File: config.mk
export PLATFORM = sky130hd
export DESIGN_NAME = seq_rhs_element_select_serializer
export DESIGN_NICKNAME = d
export VERILOG_FILES = /design/src/rtl/seq_elem_sel_pkg.sv /design/src/rtl/seq_rhs_element_select_serializer.sv
export SDC_FILE = /design/constraint.sdc
export NUM_CORES = 1
export LEC_CHECK = 0
export CAP_MARGIN = 0
export CORE_ASPECT_RATIO = 1.1
export CORE_MARGIN = 1.5
export CORE_UTILIZATION = 42
export CTS_CLUSTER_DIAMETER = 80
export DETAILED_ROUTE_END_ITERATION = 12
export PLACE_DENSITY = 0.73
export SYNTH_ARGS = -nofsm -noshare
export SYNTH_HDL_FRONTEND = slang
export SYNTH_SLANG_ARGS = --single-unit
File: constraint.sdc
create_clock -name clk -period 1.76 [get_ports clk]
set_clock_uncertainty 0.1 [all_clocks]
set_input_delay 0.352 -clock clk [delete_from_list [all_inputs] [get_ports clk]]
set_output_delay 0.352 -clock clk [all_outputs]
set_load 0.02 [all_outputs]
File: src/rtl/seq_elem_sel_pkg.sv
// Shared types for the element-select serializer: the two-state transmit FSM.
package seq_elem_sel_pkg;

  typedef enum logic {IDLE, SHIFT} ser_state_t;

endpackage

File: src/rtl/seq_rhs_element_select_serializer.sv
// Parallel-to-serial transmitter: holds a word and emits hold[idx] LSB first,
// using a dynamic RHS bit select instead of a shift register.
module seq_rhs_element_select_serializer
  import seq_elem_sel_pkg::*;
#(
  parameter int WIDTH = 8,
  parameter int IDX_W = $clog2(WIDTH)
) (
  input  logic             clk,
  input  logic             rst_n,
  input  logic             in_valid,
  output logic             in_ready,
  input  logic [WIDTH-1:0] in_data,
  output logic             ser_out,
  output logic             ser_valid,
  output logic             ser_last,
  input  logic             ser_ready,
  output logic             busy
);

  localparam logic [IDX_W-1:0] LAST_IDX = IDX_W'(WIDTH - 1);

  ser_state_t       state, state_nxt;
  logic [WIDTH-1:0] hold, hold_nxt;
  logic [IDX_W-1:0] idx, idx_nxt;

  always_ff @(posedge clk or negedge rst_n) begin
    if (!rst_n) begin
      state <= IDLE;
      hold  <= '0;
      idx   <= '0;
    end else begin
      state <= state_nxt;
      hold  <= hold_nxt;
      idx   <= idx_nxt;
    end
  end

  always_comb begin
    state_nxt = state;
    hold_nxt  = hold;
    idx_nxt   = idx;
    ser_valid = 1'b0;
    ser_last  = 1'b0;
    ser_out   = 1'b0;
    in_ready  = 1'b0;
    busy      = 1'b0;
    unique case (state)
      IDLE: begin
        in_ready = 1'b1;
        if (in_valid) begin
          hold_nxt  = in_data;
          idx_nxt   = '0;
          state_nxt = SHIFT;
        end
      end
      SHIFT: begin
        busy      = 1'b1;
        ser_valid = 1'b1;
        ser_last  = (idx == LAST_IDX);
        ser_out   = hold[idx];
        // The last beat doubles as an accept slot so words stream with no gap.
        in_ready  = ser_last && ser_ready;
        if (ser_ready) begin
          if (!ser_last) begin
            idx_nxt = idx + IDX_W'(1);
          end else if (in_valid) begin
            hold_nxt = in_data;
            idx_nxt  = '0;
          end else begin
            state_nxt = IDLE;
          end
        end
      end
      default: state_nxt = IDLE;
    endcase
  end

endmodule

# Word-level counts from Yosys, hierarchy flattened
# Cells that the tools add are included.
totals:
  output_inout_bits: 5
  reg_bits: 12
op_classes:
  bitwise: 1
  n_eq_ne: 3
  n_lt_le_gt_ge: 1
  mux: 18
  n_addsub: 1
  reduce_logical: 2
ops:
  columns: ["operator", "count"]
  rows:
  - ["$mux W8", 3]
  - ["$pmux W8 S2", 1]
  - ["$mux W3", 3]
  - ["$mux W1", 7]
  - ["$pmux W3 S2", 1]
  - ["$lt A3 B4 Y1 const B", 1]
  - ["$pmux W1 S2", 2]
  - ["$add A3 B1 Y3 const B", 1]
  - ["$bmux W1 S3", 1]
  - ["$eq A3 B3 Y1 const B", 1]
  - ["$ne A2 B1 Y1 const B", 1]
  - ["$ne A2 B2 Y1 const B", 1]
  - ["$reduce_and A2 Y1", 1]
  - ["$logic_and A1 B1 Y1", 1]
  - ["$not A1 Y1", 1]

# Longest topological paths before layout
# Gate-level depths: netlist of run 1.
depth:
  ltp_word: 4
  depth_mapped: 6
  ltp_nobuf: 5

# Least setup slack after synthesis of run 1
# No wires, ideal clock.
synth_timing:
  path_type: "flip-flop to output port"
  start: "reg idx[1]"
  end: "out ser_out"
  path_slack_ns: -0.051
  stages_incl_launch_ff: 4
  arrival_time_ns: 1.359
  n_path_buf: 0
  required_time_ns: 1.308
  path_cell_list: "dfrtp_1 > mux4_1 > nor2_1 > a311oi_1"
synth_via:
  elab_chain_len: 3
synth_lines:
  columns: ["item", "line", "rtl"]
  rows:
  - ["start: declaration", "seq_rhs_element_select_serializer.sv:25", "logic [IDX_W-1:0] idx, idx_nxt;"]
  - ["start signal: assignment", "seq_rhs_element_select_serializer.sv:35", "idx <= idx_nxt;"]
  - ["$bmux W1 S3", "seq_rhs_element_select_serializer.sv:61", "ser_out = hold[idx];"]
  - ["$mux W1 (not written as such)", "seq_rhs_element_select_serializer.sv:61", null]
  - ["$mux W1", "seq_rhs_element_select_serializer.sv:48", "unique case (state)"]
  - ["end: declaration", "seq_rhs_element_select_serializer.sv:14", "output logic ser_out,"]
# Every way passes these cells. The select of a mux whose other input is x is not followed.

# Worst setup path in the final report of run 1
# Ends and elaborated chain as after synthesis.

==> results.py, run 1 <==
metrics = {
    "run_status": {
        "outcome": "complete, but fails checks",
        "violations": "negative setup slack",
    },
    "global_routing": {
        "grt_pass1_vias": 567,
        "grt_usage_pct": 19.6,
        "grt_start_max_net_pins": 13,
        "antenna_found_initial": 0,
        "grt_pass1_wl_mm": 2.39,
        "grt_overflow": 0,
    },
    "synthesis": {
        "synth_top_cells_by_area": "dfrtp_1, mux2_4, ha_1",
        "yosysUniqueCellTypes": 23,
        "yosys_register_bits": 12,
        "yosysSeqAreaShare_pct": 44.7,
        "yosysMostFrequentCell": "dfrtp_1",
        "synth_top_area_share_pct": 44.7,
        "ys_warn_count": 0,
        "syn_nets": 67,
        "synth_common_cells": "dfrtp_1, mux2_4, inv_1",
        "synth_ff_type": "dfrtp_1",
        "synth.largest_area_cell": "dfrtp_1",
        "async_flop_share_pct": 100,
        "syn_area_per_cell_sq_um": 12.9,
        "synth_edf_count": 0,
        "syn_inst": 52,
        "syn_area_sq_um": 672,
    },
    "routing": {
        "drc": 0,
        "route.antenna.remaining_nets": 0,
        "viasPerCell": 5.29,
        "wirelength_mm": 1.81,
        "routedWlPerCell_microns": 16.8,
        "firstDrtPassIters": 4,
        "num_vias": 571,
        "drtIter0Drc": 9,
    },
    "cells_and_area": {
        "antennaDiodeCount": 0,
        "fin_util_pct": 80.0,
        "fill_cells": 89,
        "fin_nets": 108,
        "multi_input_area_sq_um": 422,
        "area_delta_synth_final_pct": 70.9,
        "area.sequential_sq_um": 302,
        "final_layout_size_suffix_gt1_share_pct": 63.0,
    },
    "placement": {
        "io_buffer_count": 16,
        "dp_hpwl_mm": 1.03,
        "place_congestion": 0.729,
    },
    "die": {
        "rows": 14,
        "io_pins": 17,
        "start_util_pct": 46.8,
        "die_h_microns": 45.0,
        "core_area_sq_mm": 0.00144,
        "die_x_microns": 41.1,
        "die-area_sq_mm": 0.00185,
    },
    "sta": {
        "setup_slack_ns": -0.270,
        "timing_hold_violations_final": 0,
        "setup_viol": 11,
        "tightest_slew_ns": 0.571,
        "rsz0062_at_grt": "true",
        "whs_ns": 0.327,
        "slew-limit-headroom_pct": 61.8,
        "period_minus_slack_ns": 2.03,
        "drv_slew": 0,
        "fin_crit_sh_pct": 115,
        "max_freq_mhz": 493,
    },
    "clocking": {
        "cts_tree": "yes",
        "clock_latency_ns": 0.28,
        "numCtsBuffers": 3,
        "cts.path.max_buffers": 2,
        "cts_hold_buf": 0,
        "clock-sinks": 12,
        "clock-root-buffer": "clkbuf_4",
        "clk_pin_slew_worst_paths_ns": 0.09,
        "htreeDepth": 1,
    },
    "flow_run": {
        "maxCapViolCount": 0,
    },
    "power_and_ir_drop": {
        "switching_share_pct": 33.9,
        "intPower_mw": 1.20,
        "share_comb_of_total_power_pct": 58.4,
        "p_sw_mw": 0.613,
        "power_frac_clock_pct": 12.9,
        "p_total_mw": 1.81,
        "p_seq_share_pct": 28.7,
        "ir_worst_vdd_uv": 960,
        "leakage_nw": 0.549,
        "powerDensity_mw_per_mm2": 1570,
    },
    "worst_hold_path": {
        "hold_class": "in2async",
    },
    "critical_path": {
        "end_kind": "output pin",
        "cpPeakStageDelay_ns": 0.52,
        "cp_slowest_cell": "mux4_2",
        "cp.arrival_ns": 1.58,
        "cpLargestDelayFamily": "multiplexers",
        "worstSetupPathType": "reg2out",
        "r2r_slack_ns": -0.14,
        "start_kind": "flip-flop",
        "crit_required_ns": 1.31,
        "path_cells": "mux4_2, nor2_2, a311oi_2, buf_4",
        "crit_fanout": 4,
        "worst-path-buf-inv": 1,
    },
}
## layout by cell type, fill, tap and decap left out, drive strengths merged, types with 2 or more instances in the layout
cell type	count
nand2	3
inv	4
a21oi	2
clkdlybuf4s50	11
clkbuf	4
dfrtp	12
a22o	4
buf	26
ha	3
dlygate4sd2	2
nor2	2
mux2	9
## what timing repair did
action                     in CTS  in global routing
setup buffers                   1                  3
setup endpoints to repair      15                 14
resized for setup              20                 23
pin swaps                       2                  7
## power groups by stage
stage | Sequential (mW) | Clock [mW] | Combinational [mW]
3_3_place_gp | 0.487 | 0 | 0.826
6_report | 0.519 | 0.234 | 1.06
5_1_grt | 0.534 | 0.242 | 1.12
2_1_floorplan | 0.485 | 0 | 0.460
3_5_place_dp | 0.493 | 0 | 0.843
4_1_cts | 0.492 | 0.223 | 0.854
## flip-flops by register name, indices dropped and copies added (netlist names)
| register | flops |
|---|---|
| hold | 8 |
| idx | 3 |
| state | 1 |
## layout make-up
class | count | share of cell area (%)
Tap cell | 16 | 1.74
Timing Repair Buffer | 39 | 30.8
Clock buffer | 4 | 3.16
Multi-Input combinational cell | 33 | 36.7
Sequential cell | 12 | 26.3
Inverter | 4 | 1.31
## final timing paths
path                          from  endpoint  cells after the start
min                          rst_n     state                      1
min reg2reg                hold[2]   hold[2]                      1
max                         idx[1]   ser_out                      4
min in group clk           hold[2]   hold[2]                      1
max reg2reg                 idx[1]   hold[4]                      8
max in group asynchronous    rst_n    idx[1]                      1
## kinds of logic after synthesis
group           count (synthesis)  synth area share [%]
flops                          12                  44.7
compound gates                 11                  13.2
mux                            11                  25.0
simple gates                    8                  5.77
buf+inv                         7                  5.77
fa+ha+maj                       3                  5.59
## layer usage
metal / vias up / part of all wire [%] / track usage (%)
met2: 24 / 51 / 31.6
met3: 6 / 5.3 / 4.43
met5: - / 0 / 0
met4: 0 / 2.3 / 7.74
li1: 268 / - / -
met1: 273 / 41 / 24.8
## per-stage QoR
step | instance area [sq um] | instances | setup TNS [ns] | worst slack, ns
after floorplan | 678 | 52 | 0 | 0.0715
after global placement | 990 | 100 | -2.37 | -0.325
after detailed placement | 990 | 100 | -3.01 | -0.379
after CTS | 1030 | 105 | -2.72 | -0.278
after global routing | 1150 | 108 | -2.03 | -0.312
final | 1150 | 108 | -1.67 | -0.270
Note: power is estimated with default switching activity, not from simulation.
==> run 2: changes to the inputs <==
CAP_MARGIN = not set   (was 0)
==> results of run 2 <==
Same layout as run 1: the final DEF is identical, and so are final timing and power.
